--- config.mk ---
export PLATFORM = sky130hd
export DESIGN_NAME = fetch_unit
export DESIGN_NICKNAME = d
export VERILOG_FILES = /design/src/rtl/fetch_unit_pkg.sv /design/src/rtl/fetch_unit_adder.sv /design/src/rtl/fetch_unit.sv
export SDC_FILE = /design/constraint.sdc
export NUM_CORES = 1
export LEC_CHECK = 0
export ABC_AREA = 1
export CELL_PAD_IN_SITES_DETAIL_PLACEMENT = 1
export CELL_PAD_IN_SITES_GLOBAL_PLACEMENT = 1
export CORE_ASPECT_RATIO = 0.7
export CORE_MARGIN = 2
export CORE_UTILIZATION = 37
export CTS_BUF_LIST = sky130_fd_sc_hd__clkbuf_4 sky130_fd_sc_hd__clkbuf_8
export DETAILED_ROUTE_END_ITERATION = 8
export PLACE_DENSITY = 0.93
export SLEW_MARGIN = 0
export SYNTH_ARGS = -nofsm -noshare
export SYNTH_HDL_FRONTEND = slang
export SYNTH_HIERARCHICAL = 1
export SYNTH_SLANG_ARGS = --single-unit
--- constraint.sdc ---
create_clock -name clk -period 6.55 [get_ports clk]
set_input_delay 1.31 -clock clk [delete_from_list [all_inputs] [get_ports clk]]
set_output_delay 1.31 -clock clk [all_outputs]
set_load 0.03 [all_outputs]
--- src/rtl/fetch_unit_pkg.sv ---
// Shared fetch-stage definitions: datapath width, PC step, reset vector and FSM states.
// FETCH_ALIGN_CHECK_EN adds the FAULT state used for misaligned redirects.
package fetch_unit_pkg;

    localparam int XLEN = 32;
    localparam logic [XLEN-1:0] PC_INC           = 32'd4;
    localparam logic [XLEN-1:0] RESET_PC_DEFAULT = 32'h0000_0000;
    localparam logic [XLEN-1:0] ALIGN_MASK       = 32'hFFFF_FFFC;

`ifdef FETCH_ALIGN_CHECK_EN
    typedef enum logic [2:0] {
        ST_IDLE,
        ST_REQ,
        ST_WAIT,
        ST_HOLD,
        ST_FAULT
    } fetch_state_e;
`else
    typedef enum logic [1:0] {
        ST_IDLE,
        ST_REQ,
        ST_WAIT,
        ST_HOLD
    } fetch_state_e;
`endif

endpackage

--- src/rtl/fetch_unit_adder.sv ---
// PC incrementer: pc_out = pc_in + INC, modulo 2^WIDTH.
// Purely combinational; no flow control.
module adder
    import fetch_unit_pkg::*;
#(
    parameter int               WIDTH = XLEN,
    parameter logic [WIDTH-1:0] INC   = PC_INC
) (
    input  logic [WIDTH-1:0] pc_in,
    output logic [WIDTH-1:0] pc_out
);

    assign pc_out = pc_in + INC;

endmodule

--- src/rtl/fetch_unit.sv ---
// Instruction fetch front end: one outstanding imem read, captured word held for decode.
// Latency: accept at N, response >= N+1, inst_valid the edge after; 3 cycles/instr at zero wait.
// Backpressure: HOLD keeps inst_* stable and issues nothing until inst_ready. Macro: FETCH_ALIGN_CHECK_EN.
module fetch_unit
    import fetch_unit_pkg::*;
#(
    parameter logic [XLEN-1:0] RESET_PC = RESET_PC_DEFAULT
) (
    input  logic            clk,
    input  logic            rst,
    output logic            imem_req_valid,
    output logic [XLEN-1:0] imem_req_addr,
    input  logic            imem_req_ready,
    input  logic            imem_rsp_valid,
    input  logic [XLEN-1:0] imem_rsp_data,
    output logic            inst_valid,
    output logic [XLEN-1:0] inst_data,
    output logic [XLEN-1:0] inst_pc,
    input  logic            inst_ready,
    input  logic            redirect_valid,
    input  logic [XLEN-1:0] redirect_pc,
    output logic            fetch_fault
);

    fetch_state_e    state_q, state_d;
    logic [XLEN-1:0] pc_q, pc_d;
    logic [XLEN-1:0] inst_data_q, inst_data_d;
    logic [XLEN-1:0] inst_pc_q, inst_pc_d;
    logic            kill_q, kill_d;
    logic [XLEN-1:0] pc_plus4;
    logic [XLEN-1:0] redir_pc;

    adder #(.WIDTH(XLEN), .INC(PC_INC)) u_pc_adder (
        .pc_in  (pc_q),
        .pc_out (pc_plus4)
    );

`ifdef FETCH_ALIGN_CHECK_EN
    logic redir_bad;
    assign redir_pc  = redirect_pc;
    assign redir_bad = redirect_valid && (redirect_pc[1:0] != 2'b00);
`else
    assign redir_pc  = redirect_pc & ALIGN_MASK;
`endif

    always_comb begin
        state_d     = state_q;
        pc_d        = pc_q;
        inst_data_d = inst_data_q;
        inst_pc_d   = inst_pc_q;
        kill_d      = kill_q;
        case (state_q)
            ST_IDLE: state_d = ST_REQ;
            ST_REQ: begin
                if (redirect_valid) begin
                    pc_d = redir_pc;
                    // old address slipped out this cycle: its response must be dropped
                    if (imem_req_ready) begin
                        state_d = ST_WAIT;
                        kill_d  = 1'b1;
                    end
                end else if (imem_req_ready) begin
                    state_d = ST_WAIT;
                end
            end
            ST_WAIT: begin
                if (redirect_valid) begin
                    pc_d = redir_pc;
                    if (imem_rsp_valid) begin
                        state_d = ST_REQ;
                        kill_d  = 1'b0;
                    end else begin
                        kill_d  = 1'b1;
                    end
                end else if (imem_rsp_valid) begin
                    if (kill_q) begin
                        state_d = ST_REQ;
                        kill_d  = 1'b0;
                    end else begin
                        inst_data_d = imem_rsp_data;
                        inst_pc_d   = pc_q;
                        state_d     = ST_HOLD;
                    end
                end
            end
            ST_HOLD: begin
                if (redirect_valid) begin
                    pc_d    = redir_pc;
                    state_d = ST_REQ;
                end else if (inst_ready) begin
                    pc_d    = pc_plus4;
                    state_d = ST_REQ;
                end
            end
`ifdef FETCH_ALIGN_CHECK_EN
            ST_FAULT: begin
                if (redirect_valid && !redir_bad) begin
                    pc_d    = redir_pc;
                    state_d = ST_REQ;
                end
            end
`endif
            default: state_d = ST_IDLE;
        endcase
`ifdef FETCH_ALIGN_CHECK_EN
        // misaligned target overrides everything; any in-flight response is abandoned
        if (state_q != ST_IDLE && redir_bad) begin
            pc_d    = pc_q;
            state_d = ST_FAULT;
            kill_d  = 1'b0;
        end
`endif
    end

    always_ff @(posedge clk or posedge rst) begin
        if (rst) begin
            state_q     <= ST_IDLE;
            pc_q        <= RESET_PC;
            inst_data_q <= '0;
            inst_pc_q   <= '0;
            kill_q      <= 1'b0;
        end else begin
            state_q     <= state_d;
            pc_q        <= pc_d;
            inst_data_q <= inst_data_d;
            inst_pc_q   <= inst_pc_d;
            kill_q      <= kill_d;
        end
    end

    assign imem_req_valid = (state_q == ST_REQ);
    assign imem_req_addr  = pc_q;
    assign inst_valid     = (state_q == ST_HOLD);
    assign inst_data      = inst_data_q;
    assign inst_pc        = inst_pc_q;
`ifdef FETCH_ALIGN_CHECK_EN
    assign fetch_fault    = (state_q == ST_FAULT);
`else
    assign fetch_fault    = 1'b0;
`endif

endmodule

==> metrics.md, run 1 <==
| Metric | Value |
|---|---|
| Result of the run | finished, final reports clean |
| HPWL after detailed placement | about 12,000 µm |
| Final Hold Slack | 0.4943 ns |
| Reg power frac | 0.336 |
| Critical Path, Cell by Cell | ha_1 > clkdlybuf4s50_1 |
| Fin Clk Skew | 0.009114 ns |
| Count of endpoints failing setup in the final report | 0 |
| Worst slew margin relative to its limit | 0.5565 |
| RSZ-0062 raised after global routing | no |
| Ports placed on the boundary | 169 |
| Max-slew violation total from the final report | 0 |
| Total net switching power | ~1700 µW |
| CTS sink count | 99 |
| Final clock period utilization by the worst path | 0.4722 |
| Number of global-route vias before repair | roughly 5,200 |
| Post-layout total power | ~3500 µW |
| Total track usage | 0.2138 |
| Post-Route Setup TNS | 0 ns |
| Critical-path cell with the highest stage delay | clkdlybuf4s50_1 |
| # H-tree levels | 3 |
| Initial antenna violation count | 0 |
| Worst setup path class | reg2out |
| Dominant delay contributor by cell family on the critical path | buffers and inverters |
| Floorplan die area | 15,550 µm² |
| CTS tree | yes |
| Detailed-router iteration count before antenna repair | 4 |
| Clock latency on the worst-skew pair | 0.38 ns |
| Achievable clock frequency | ~0.32 GHz |
| Routed via count | ~5,000 |
| Postcts setup bufs | 0 |
| Path type of the worst min-delay path | reg2reg |
| Number of clock buffers inserted by TritonCTS | 9 |
| Internal power | about 1800 µW |
| Crit start category | flop |
| First-iteration detailed-routing DRC count | roughly 220 |
| Root buffer selected by CTS | clkbuf_8 |
| Crit path buffers/inverters | 1 |
| Max Cap Violations | 0 |
| Standard cell core area | roughly 14,000 µm² |
| Post-CTS clock slew at the launch and capture registers of the worst setup and hold paths | around 0.1 ns |
| Die height | 105.0 µm |
| Synthesis-to-layout area growth | 35.40% |
| Net switching share of the total power | 0.4914 |
| Total wire length after detailed routing | between 15,000 and 20,000 µm |
| Per-cell routed wire length | about 15 µm |
| Power density cells | ~480 nW/µm² |
| Synthesized flop and latch total | slightly below 100 |
| Net count reported at finish | 949 |
| Endpoint required time on the critical path | roughly 5.2 ns |
| Crit end category | output pin |
| Antenna Violating Nets Remaining | 0 |
| Resize count post-CTS | 0 |
| Actual slew at the worst max-slew pin | 0.6653 ns |
| Worst supply voltage drop on vdd | between 200 and 250 µV |
| Minimum period implied by the final worst setup slack | between 3 and 4 ns |
| Number of instances in the synthesized netlist | slightly above 700 |
| Arrival time of data at the critical path endpoint | roughly 1.8 ns |
| Number of hold-repair buffers added at the cts stage | 0 |
| Setup crit start | state_q[0] |
| Number of warning messages in the yosys log | 6 |
| Pre-CTS setup slack | 3.160 ns |
| Syn avg cell area | around 7.5 µm² |
| Clk pwr share | 0.113 |
| Worst setup margin | between 3 and 4 ns |
| Highest cell delay on the worst timing path | 0.71 ns |
| Number of distinct library cells after synthesis | 26 |
| Quantity of I/O buffers inserted on ports | roughly 170 |
| Initial core utilization | 0.3833 |
| Grt ovf | 0 |
| Pin count of the biggest net entering global routing | 52 |
| Routing usage on met3 | 0.04410 |
| Final hold vios | 0 |
| Number of remaining DRC errors | 0 |
| Leakage power summed over all cells | 0.003656 µW |
| Post-detailed-route via-to-cell ratio | roughly 4.6 |
| Worst-path fanout max | 4 |
| Share of cells above drive strength 1 | 0.07167 |
| Post-synthesis net count | ~800 |
| Most Used Layer, Global Route | met2 |
| Post-synthesis instance area | between 5000 and 6000 µm² |
| Clock Path Buffers | 2 |
| Met2 Resource Use GR | 0.3522 |
| Proportion of synthesized chip area in sequential cells | 0.4599 |
| Routability-driven placement congestion ratio | between 0.8 and 0.9 |
| Part of the power in combinational logic | 0.551 |
| Met1 GRT Util | 0.2942 |
| Startpoint of the lowest-slack hold path | inst_data[30] |
| Overall die width | 148.2 µm |
| Core Rows | 36 |
| Number of antenna diodes | 0 |
| FILL cells | 1,747 |
| Global-route wire length before repair | approximately 27,000 µm |
| Origin of the critical flop-to-flop path | state_q[0] |
[worst paths after layout]
kind	slack, ns	cells after the start	endpoint
max in group asynchronous	4.06	3	imem_req_addr[1]
min in group asynchronous	1.38	2	inst_pc[7]
min	0.49	2	inst_data[30]
min reg2reg	0.49	2	inst_data[30]
max reg2reg	4.37	6	inst_data[19]
max	3.46	2	inst_valid
[metal layers]
layer | up-vias | wire length (µm)
met3 | 12 | 993
met5 | - | 0
met1 | 2359 | 7795
met4 | 0 | 132
met2 | 131 | 7245
li1 | 2459 | -
[Yosys cell counts]
cell type	instances	area, µm²
xnor2_1	5	43.79
and2_1	2	12.51
o21ai_1	46	230.2
inv_2	2	7.510
nand3b_1	7	52.55
a21oi_1	1	5.000
nand2_1	342	1284
nand2_2	2	12.51
inv_1	89	334.1
o21ai_2	20	175.2
buf_4	12	90.09
dfrtp_1	99	2477
buf_2	10	50.05
xor2_1	9	78.83
nor2_8	2	40.04
o21ai_4	1	16.27
xor2_2	1	16.27
nand3_1	10	50.05
nor2_2	5	31.28
nand2_4	3	33.78
nor2_4	5	56.30
nor2_1	33	123.9
ha_1	5	62.56
buf_6	7	78.83
conb_1	1	3.750
o21ai_0	4	20.02
[worst reg2reg max path, cell delays in order (launching register included)]
cell and delay (ns):
dfrtp_1 0.43, inv_1 0.09, ha_1 0.29, nand3_4 0.54
buf_4 0.51, nand2_1 0.12, o21ai_1 0.08
[final cells by class]
type	count	area [µm²]	share of cell area
clock buffer	10	131.4	0.01801
clock inverter	6	60.06	0.008235
timing repair buffer	169	1682	0.2306
tap	190	237.7	0.03260
multi-input combinational	504	2361	0.3237
sequential	99	2477	0.3397
inverter	91	344.1	0.04718
[flip-flops by register name, indices dropped and copies added, names as in the netlist]
signal,flops
imem_req_addr,32
inst_data,32
inst_pc,32
state_q,2
kill_q,1
[power groups by stage]
stage	Sequential, µW	Combinational (µW)	Clock [µW]
floorplan	1610	669	0
global placement	1160	1860	0
detailed placement	1180	1920	0
CTS	1170	1930	405
global route	1210	2080	428
finish	1170	1910	392
[through the flow]
step	instance area (µm²)	cells	util
2_1_floorplan	5386	723	-
3_3_place_gp	7102	1053	0.5053
3_5_place_dp	7102	1053	0.5053
4_1_cts	7293	1069	0.5190
5_1_grt	7293	1069	0.5190
6_report	7293	1069	0.5190
[kinds of logic after synthesis]
logic type / after synthesis / synth area share
AOI/OAI and AO/OA: 72 / 0.08293
xor gates and xnor gates: 15 / 0.02579
adders and majority gates: 5 / 0.01161
buffers and inverters: 120 / 0.1041
DFF: 99 / 0.4599
other: 1 / 0.0006962
and+or+nand+nor: 411 / 0.3150
[layout by cell type (no fill, tap or decap), types with 4 or more instances in the layout]
master,n
buf_4,4
clkbuf_8,9
clkdlybuf4s50_1,165
dfrtp_1,99
ha_1,5
inv_1,88
nand2_1,342
nand3_1,9
nand3b_1,7
nor2_1,33
nor2_2,5
nor2_4,5
o21ai_0,4
o21ai_1,46
o21ai_2,20
xnor2_1,5
xor2_1,9
(Power assumes the default switching activity.)
==> inputs of run 2 (changes only) <==
Settings changed: CORE_UTILIZATION 37 to 34, PLACE_DENSITY 0.93 to 0.86.
Clock period 6.55 ns to 3 ns, I/O delays scaled along.
==> metrics.md, run 2 (synthesis gave the netlist of run 1 again) <==
| Metric | Value |
|---|---|
| Result of the run | finished, final reports clean |
| Actual slew at the worst max-slew pin | 0.8040 ns (+0.1387 ns) |
| Arrival time of data at the critical path endpoint | 1.77 ns (about the same) |
| RSZ-0062 raised after global routing | no |
| Worst-path fanout max | 4 (unchanged) |
| Worst supply voltage drop on vdd | 523.7 µV (+140%) |
| Worst slew margin relative to its limit | 0.4640 (-0.09244) |
| Startpoint of the lowest-slack hold path | inst_data[30] |
| Crit start category | flop |
| Detailed-router iteration count before antenna repair | 4 (unchanged) |
| Grt ovf | 0 (unchanged) |
| Routed via count | 4,885 (-1.5%) |
| Worst setup margin | 0.6309 ns (-2.826 ns) |
| Net switching share of the total power | 0.4817 (-0.009759) |
| Part of the power in combinational logic | 0.548 (-0.003) |
| Global-route wire length before repair | 26,920 µm (+1.4%) |
| Resize count post-CTS | 0 (unchanged) |
| Clock latency on the worst-skew pair | 0.39 ns (about the same) |
| Initial antenna violation count | 0 (unchanged) |
| Most frequent standard cell in the layout excluding fill and tap cells | nand2_1 |
| Origin of the critical flop-to-flop path | imem_req_addr[3] |
| Number of antenna diodes | 0 (unchanged) |
| Endpoint required time on the critical path | 2.40 ns (-2.84 ns) |
| First-iteration detailed-routing DRC count | 229 (+6.0%) |
| Overall die width | 154.4 µm (+4.2%) |
| Worst setup path class | reg2out |
| Area of the multi-input gates | 2361 µm² (unchanged) |
| R2R cell count | 12 (+6) |
| FILL cells | 1,921 (+10%) |
| Path type of the worst min-delay path | reg2reg |
| R2r setup slk | 1.14 ns (-3.23 ns) |
| Pin count of the biggest net entering global routing | 61 (+17%) |
| Clk pwr share | 0.120 (+0.007) |
| Max-slew violation total from the final report | 0 (unchanged) |
| CTS tree | yes |
| # H-tree levels | 3 (unchanged) |
| Fin Clk Skew | 0.01142 ns (+0.002305 ns) |
| Post-CTS clock slew at the launch and capture registers of the worst setup and hold paths | 0.10 ns (about the same) |
| Share of cells above drive strength 1 | 0.07692 (+0.005251) |
| Final clock period utilization by the worst path | 0.7897 |
| Routability-driven placement congestion ratio | 0.8274 (-3.2%) |
| Post-detailed-route via-to-cell ratio | 4.506 (-2.9%) |
| Pre-CTS setup slack | 0.8165 ns (-2.344 ns) |
| CTS sink count | 99 (unchanged) |
| Minimum period implied by the final worst setup slack | around 2.4 ns |
| Quantity of I/O buffers inserted on ports | 165 (unchanged) |
| Ports placed on the boundary | 169 (unchanged) |
| Floorplan die area | 16,880 µm² (+8.5%) |
| Number of hold-repair buffers added at the cts stage | 0 (unchanged) |
| Crit end category | output pin |
| HPWL after detailed placement | 12,220 µm (+1.5%) |
| Final hold vios | 0 (unchanged) |
| Clock Path Buffers | 2 (unchanged) |
| Number of cells on the worst hold path | 2 (unchanged) |
| Internal power | 3944 µW (+120%) |
| Synthesis-to-layout area growth | 37.07% |
| Power density cells | 1030 nW/µm² (+120%) |
| Capture instance of the worst register-to-register path | imem_req_addr[24] |
| Postcts setup bufs | 0 (unchanged) |
| Number of clock buffers inserted by TritonCTS | 9 (unchanged) |
| Commonest cells after routing, fill and taps aside | nand2_1, clkdlybuf4s50_1, dfrtp_1, inv_1, o21ai_1 |
| Post-route core utilization | 0.4763 (-0.04262) |
| Number of global-route vias before repair | 5,299 (+1.5%) |
| Reg power frac | 0.332 (-0.004) |
| Standard cell core area | 15,500 µm² (+10%) |
| Per-cell routed wire length | 14.88 µm (-1.6%) |
| Initial core utilization | 0.3475 (-0.03577) |
| Total wire length after detailed routing | 16,130 µm (-0.24%) |
| Achievable clock frequency | 0.4221 GHz |
| Antenna Violating Nets Remaining | 0 (unchanged) |
| Net count reported at finish | 954 (+0.53%) |
| Worst-case hold path end point | inst_data[30] |
| Count of endpoints failing setup in the final report | 0 (unchanged) |
| Post-Route Setup TNS | 0 ns (unchanged) |
| Root buffer selected by CTS | clkbuf_8 |
| Die height | 109.3 µm (+4.1%) |
| Max Cap Violations | 0 (unchanged) |
| Core Rows | 38 (+5.6%) |
| Leakage power summed over all cells | 0.003692 µW (+0.99%) |
| Area of all sequential standard cells | 2477 µm² (unchanged) |
| Number of remaining DRC errors | 0 (unchanged) |
| Total net switching power | 3665 µW (+110%) |
| Total track usage | 0.2027 (-0.01110) |
[run 2: cell types whose count changed in the layout (fill, tap and decap cells not counted), sizes merged]
cell,before,now
buf,4,9
clkinv,4,2
clkinvlp,0,2
bufinv,0,1
inv,93,92
[run 2: stage by stage]
step | power, µW | instance area, µm² | hold slack [ns] | cells
CTS | 7723 | 7383 | 0.4939 | 1084
finish | 7608 | 7383 | 0.4911 | 1084
global route | 8209 | 7383 | 0.5280 | 1084
detailed placement | 6776 | 7178 | 0.4735 | 1068
floorplan | 4979 | 5390 | 0.4614 | 723
global placement | 6624 | 7178 | 0.4645 | 1068
[run 2: worst max-delay path, stage by stage (launching register included)]
cell	delay, ns
dfrtp_1	0.41
ha_1	0.28
clkdlybuf4s50_1	0.71
[run 2: layout make-up]
cell class | instances | area share
flip-flops and latches | 99 | 0.3355
multi-input cells | 504 | 0.3198
repair buffers | 174 | 0.2362
inverters | 91 | 0.04677
well taps | 200 | 0.03389
clock buffers | 10 | 0.01779
clock inverters | 6 | 0.009998
[run 2: routing by layer]
metal,routed length (µm),up-vias,GRT usage
met5,0,-,0
met1,8072,2280,0.2765
met3,895,8,0.05242
met4,116,0,0.04762
li1,-,2475,-
met2,7042,122,0.3268
[run 2: how the worst max path moves through the flow]
stage / to / cells after the start / startpoint / slack, ns
finish: inst_valid / 2 / state_q[0] / 0.63
global route: inst_valid / 2 / state_q[0] / 0.53
CTS: inst_valid / 2 / state_q[0] / 0.59
detailed placement: state_q[0] / 7 / redirect_valid / 0.82
global placement: inst_pc[20] / 6 / redirect_valid / 0.84
floorplan: imem_req_addr[0] / 1 / rst / 1.22
[run 2: power groups by stage]
stage / combinational, µW / clock (µW) / sequential [µW]
6_report: 4170 / 915 / 2520
5_1_grt: 4570 / 1000 / 2640
4_1_cts: 4230 / 958 / 2540
3_5_place_dp: 4210 / 0 / 2560
3_3_place_gp: 4100 / 0 / 2520
2_1_floorplan: 1460 / 0 / 3520
==> inputs of run 3 (changes only) <==
Settings changed: CORE_UTILIZATION 34 to 31, PLACE_DENSITY 0.86 to 0.83.
Clock period 3 ns to 2.1 ns, I/O delays scaled along.
==> metrics.md, run 3 (synthesis gave the netlist of run 1 again) <==
| Metric | Value |
|---|---|
| Total wire length after detailed routing | 16,320 µm (+1.2%) |
| Synthesis-to-layout area growth | 39.09% |
| Critical Path, Cell by Cell | clkdlybuf4s50_1 |
| Max Cap Violations | 0 (unchanged) |
| Per-cell routed wire length | 14.62 µm (-1.7%) |
| Ports placed on the boundary | 169 (unchanged) |
| Routed via count | 4,962 (+1.6%) |
| Critical path depth in cells | 1 (-1) |
| Postcts setup bufs | 0 (unchanged) |
| Setup crit start | imem_req_addr[25] |
| RSZ-0062 raised after global routing | no |
| Core Rows | 40 (+5.3%) |
| Antenna Violating Nets Remaining | 0 (unchanged) |
| Final hold vios | 0 (unchanged) |
| Final clock period utilization by the worst path | 0.9753 |
| Achievable clock frequency | just under 0.5 GHz |
| Global-route wire length before repair | 26,550 µm (-1.4%) |
| CTS sink count | 99 (unchanged) |
| Commonest cells after routing, fill and taps aside | nand2_1, clkdlybuf4s50_1, dfrtp_1, inv_1, o21ai_1 |
| Origin of the critical flop-to-flop path | imem_req_addr[3] |
| Number of global-route vias before repair | 5,085 (-4.0%) |
| Pin count of the biggest net entering global routing | 105 (+72%) |
| Critical-path cell with the highest stage delay | clkdlybuf4s50_1 |
| Total track usage | 0.1814 (-0.02136) |
| Clock Path Buffers | 2 (unchanged) |
| Floorplan die area | 18,460 µm² (+9.4%) |
| Post-detailed-route via-to-cell ratio | 4.446 (-1.3%) |
| Worst slew margin relative to its limit | 0.6475 (+0.1834) |
| Worst supply voltage drop on vdd | 570.7 µV (+9.0%) |
| Path type of the worst min-delay path | reg2reg |
| Clock latency on the worst-skew pair | 0.39 ns (about the same) |
| Worst-path fanout max | 7 (+3) |
| Post-route core utilization | 0.4390 (-0.03735) |
| CTS tree | yes |
| Crit path buffers/inverters | 1 (unchanged) |
| Capture instance of the worst register-to-register path | imem_req_addr[30] |
| Number of clock buffers inserted by TritonCTS | 9 (unchanged) |
| Count of endpoints failing setup in the final report | 0 (unchanged) |
| First-iteration detailed-routing DRC count | 209 (-8.7%) |
| Grt ovf | 0 (unchanged) |
| Worst-case hold path end point | inst_pc[19] |
| Number of remaining DRC errors | 0 (unchanged) |
| Max-slew violation total from the final report | 0 (unchanged) |
| Number of antenna diodes | 0 (unchanged) |
| Most frequent standard cell in the layout excluding fill and tap cells | nand2_1 |
| Non-filler instance count after layout | 1,116 (+3.0%) |
| Worst setup path class | reg2out |
| Actual slew at the worst max-slew pin | 0.5288 ns (-0.2752 ns) |
| Standard cell core area | 17,070 µm² (+10%) |
| Endpoint required time on the critical path | 1.68 ns (-0.72 ns) |
| Power density cells | 1459 nW/µm² (+42%) |
| Routability-driven placement congestion ratio | 0.8300 (+0.31%) |
| Leakage power summed over all cells | 0.003849 µW (+4.2%) |
| R2R cell count | 12 (unchanged) |
| Final Hold Slack | 0.4877 ns (-0.003378 ns) |
| HPWL after detailed placement | 12,530 µm (+2.5%) |
| # H-tree levels | 3 (unchanged) |
| Detailed-router iteration count before antenna repair | 4 (unchanged) |
| Highest cell delay on the worst timing path | 0.73 ns (+0.02 ns) |
| Dominant delay contributor by cell family on the critical path | buffers and inverters |
| Minimum period implied by the final worst setup slack | 2.048 ns |
| Startpoint of the lowest-slack hold path | inst_pc[19] |
| Placed cells | 1,100 (+3.0%) |
| Root buffer selected by CTS | clkbuf_8 |
| Share of cells above drive strength 1 | 0.07797 (+0.001043) |
| Fin Clk Skew | 0.009772 ns (-0.001648 ns) |
| Crit start category | flop |
| Initial antenna violation count | 0 (unchanged) |
| Post-Route Setup TNS | 0 ns (unchanged) |
| Number of cells on the worst hold path | 2 (unchanged) |
| Post-CTS clock slew at the launch and capture registers of the worst setup and hold paths | 0.10 ns (about the same) |
| Initial core utilization | 0.3156 (-0.03190) |
| Arrival time of data at the critical path endpoint | 1.63 ns (-0.14 ns) |
| Quantity of I/O buffers inserted on ports | 165 (unchanged) |
| Overall die width | 161.6 µm (+4.6%) |
| Result of the run | finished, final reports clean |
| Crit end category | output pin |
| Number of hold-repair buffers added at the cts stage | 0 (unchanged) |
| R2r setup slk | 0.29 ns (-0.85 ns) |
| Die height | 114.3 µm (+4.6%) |
| Net count reported at finish | 955 (+0.10%) |
[run 3: cell count changes in the layout (fill, tap and decap cells not counted), sizes merged]
cell,before,now
clkdlybuf4s50,165,149
dlymetal6s2s,0,11
dlygate4sd2,0,5
buf,9,10
clkbuf,10,9
clkinvlp,2,3
[run 3: what timing repair did]
item                       in CTS  in global routing
gates cloned                    0                  0
setup endpoints to repair       5                 11
pin swaps                       0                  0
resized for setup               5                 11
[run 3: area by class of cell]
| type | count | area, µm² |
|---|---|---|
| Fill cell | 2092 | 9574 |
| Sequential cell | 99 | 2477 |
| Multi-Input combinational cell | 504 | 2361 |
| Timing Repair Buffer | 175 | 1810 |
| Inverter | 91 | 345.3 |
| Tap cell | 231 | 289.0 |
| Clock buffer | 9 | 123.9 |
| Clock inverter | 7 | 85.08 |
[run 3: routing by layer]
metal  vias up  part of all wire  GRT usage
met5         -                 0          0
met4         0            0.0097    0.04286
met3        13             0.058    0.04890
met2       117              0.44     0.2849
met1      2358              0.49     0.2505
li1       2474                 -          -
[run 3: worst max path at each step]
| stage | to | slack [ns] |
|---|---|---|
| 3_5_place_dp | imem_req_addr[29] | 0.24 |
| 4_1_cts | imem_req_addr[9] | 0.01 |
| 6_report | imem_req_addr[25] | 0.05 |
| 5_1_grt | imem_req_addr[25] | 0.005 |
| 2_1_floorplan | imem_req_addr[22] | 0.37 |
| 3_3_place_gp | imem_req_addr[23] | 0.28 |
[run 3: stage by stage]
step | power (µW) | instance area [µm²] | setup WS (ns)
after floorplan | 7113 | 5390 | 0.3740
after global placement | 9569 | 7262 | 0.2774
after detailed placement | 9783 | 7262 | 0.2409
after CTS | 11110 | 7465 | 0.009525
after global routing | 11740 | 7492 | 0.004869
final | 10930 | 7492 | 0.05185
[run 3: report_power, final]
group / leakage [µW] / internal, µW / switching [µW]
logic: 0.00246 / 2370 / 3650
clock network: 0.0000995 / 571 / 737
registers: 0.00129 / 2730 / 879
total: 0.00385 / 5670 / 5260
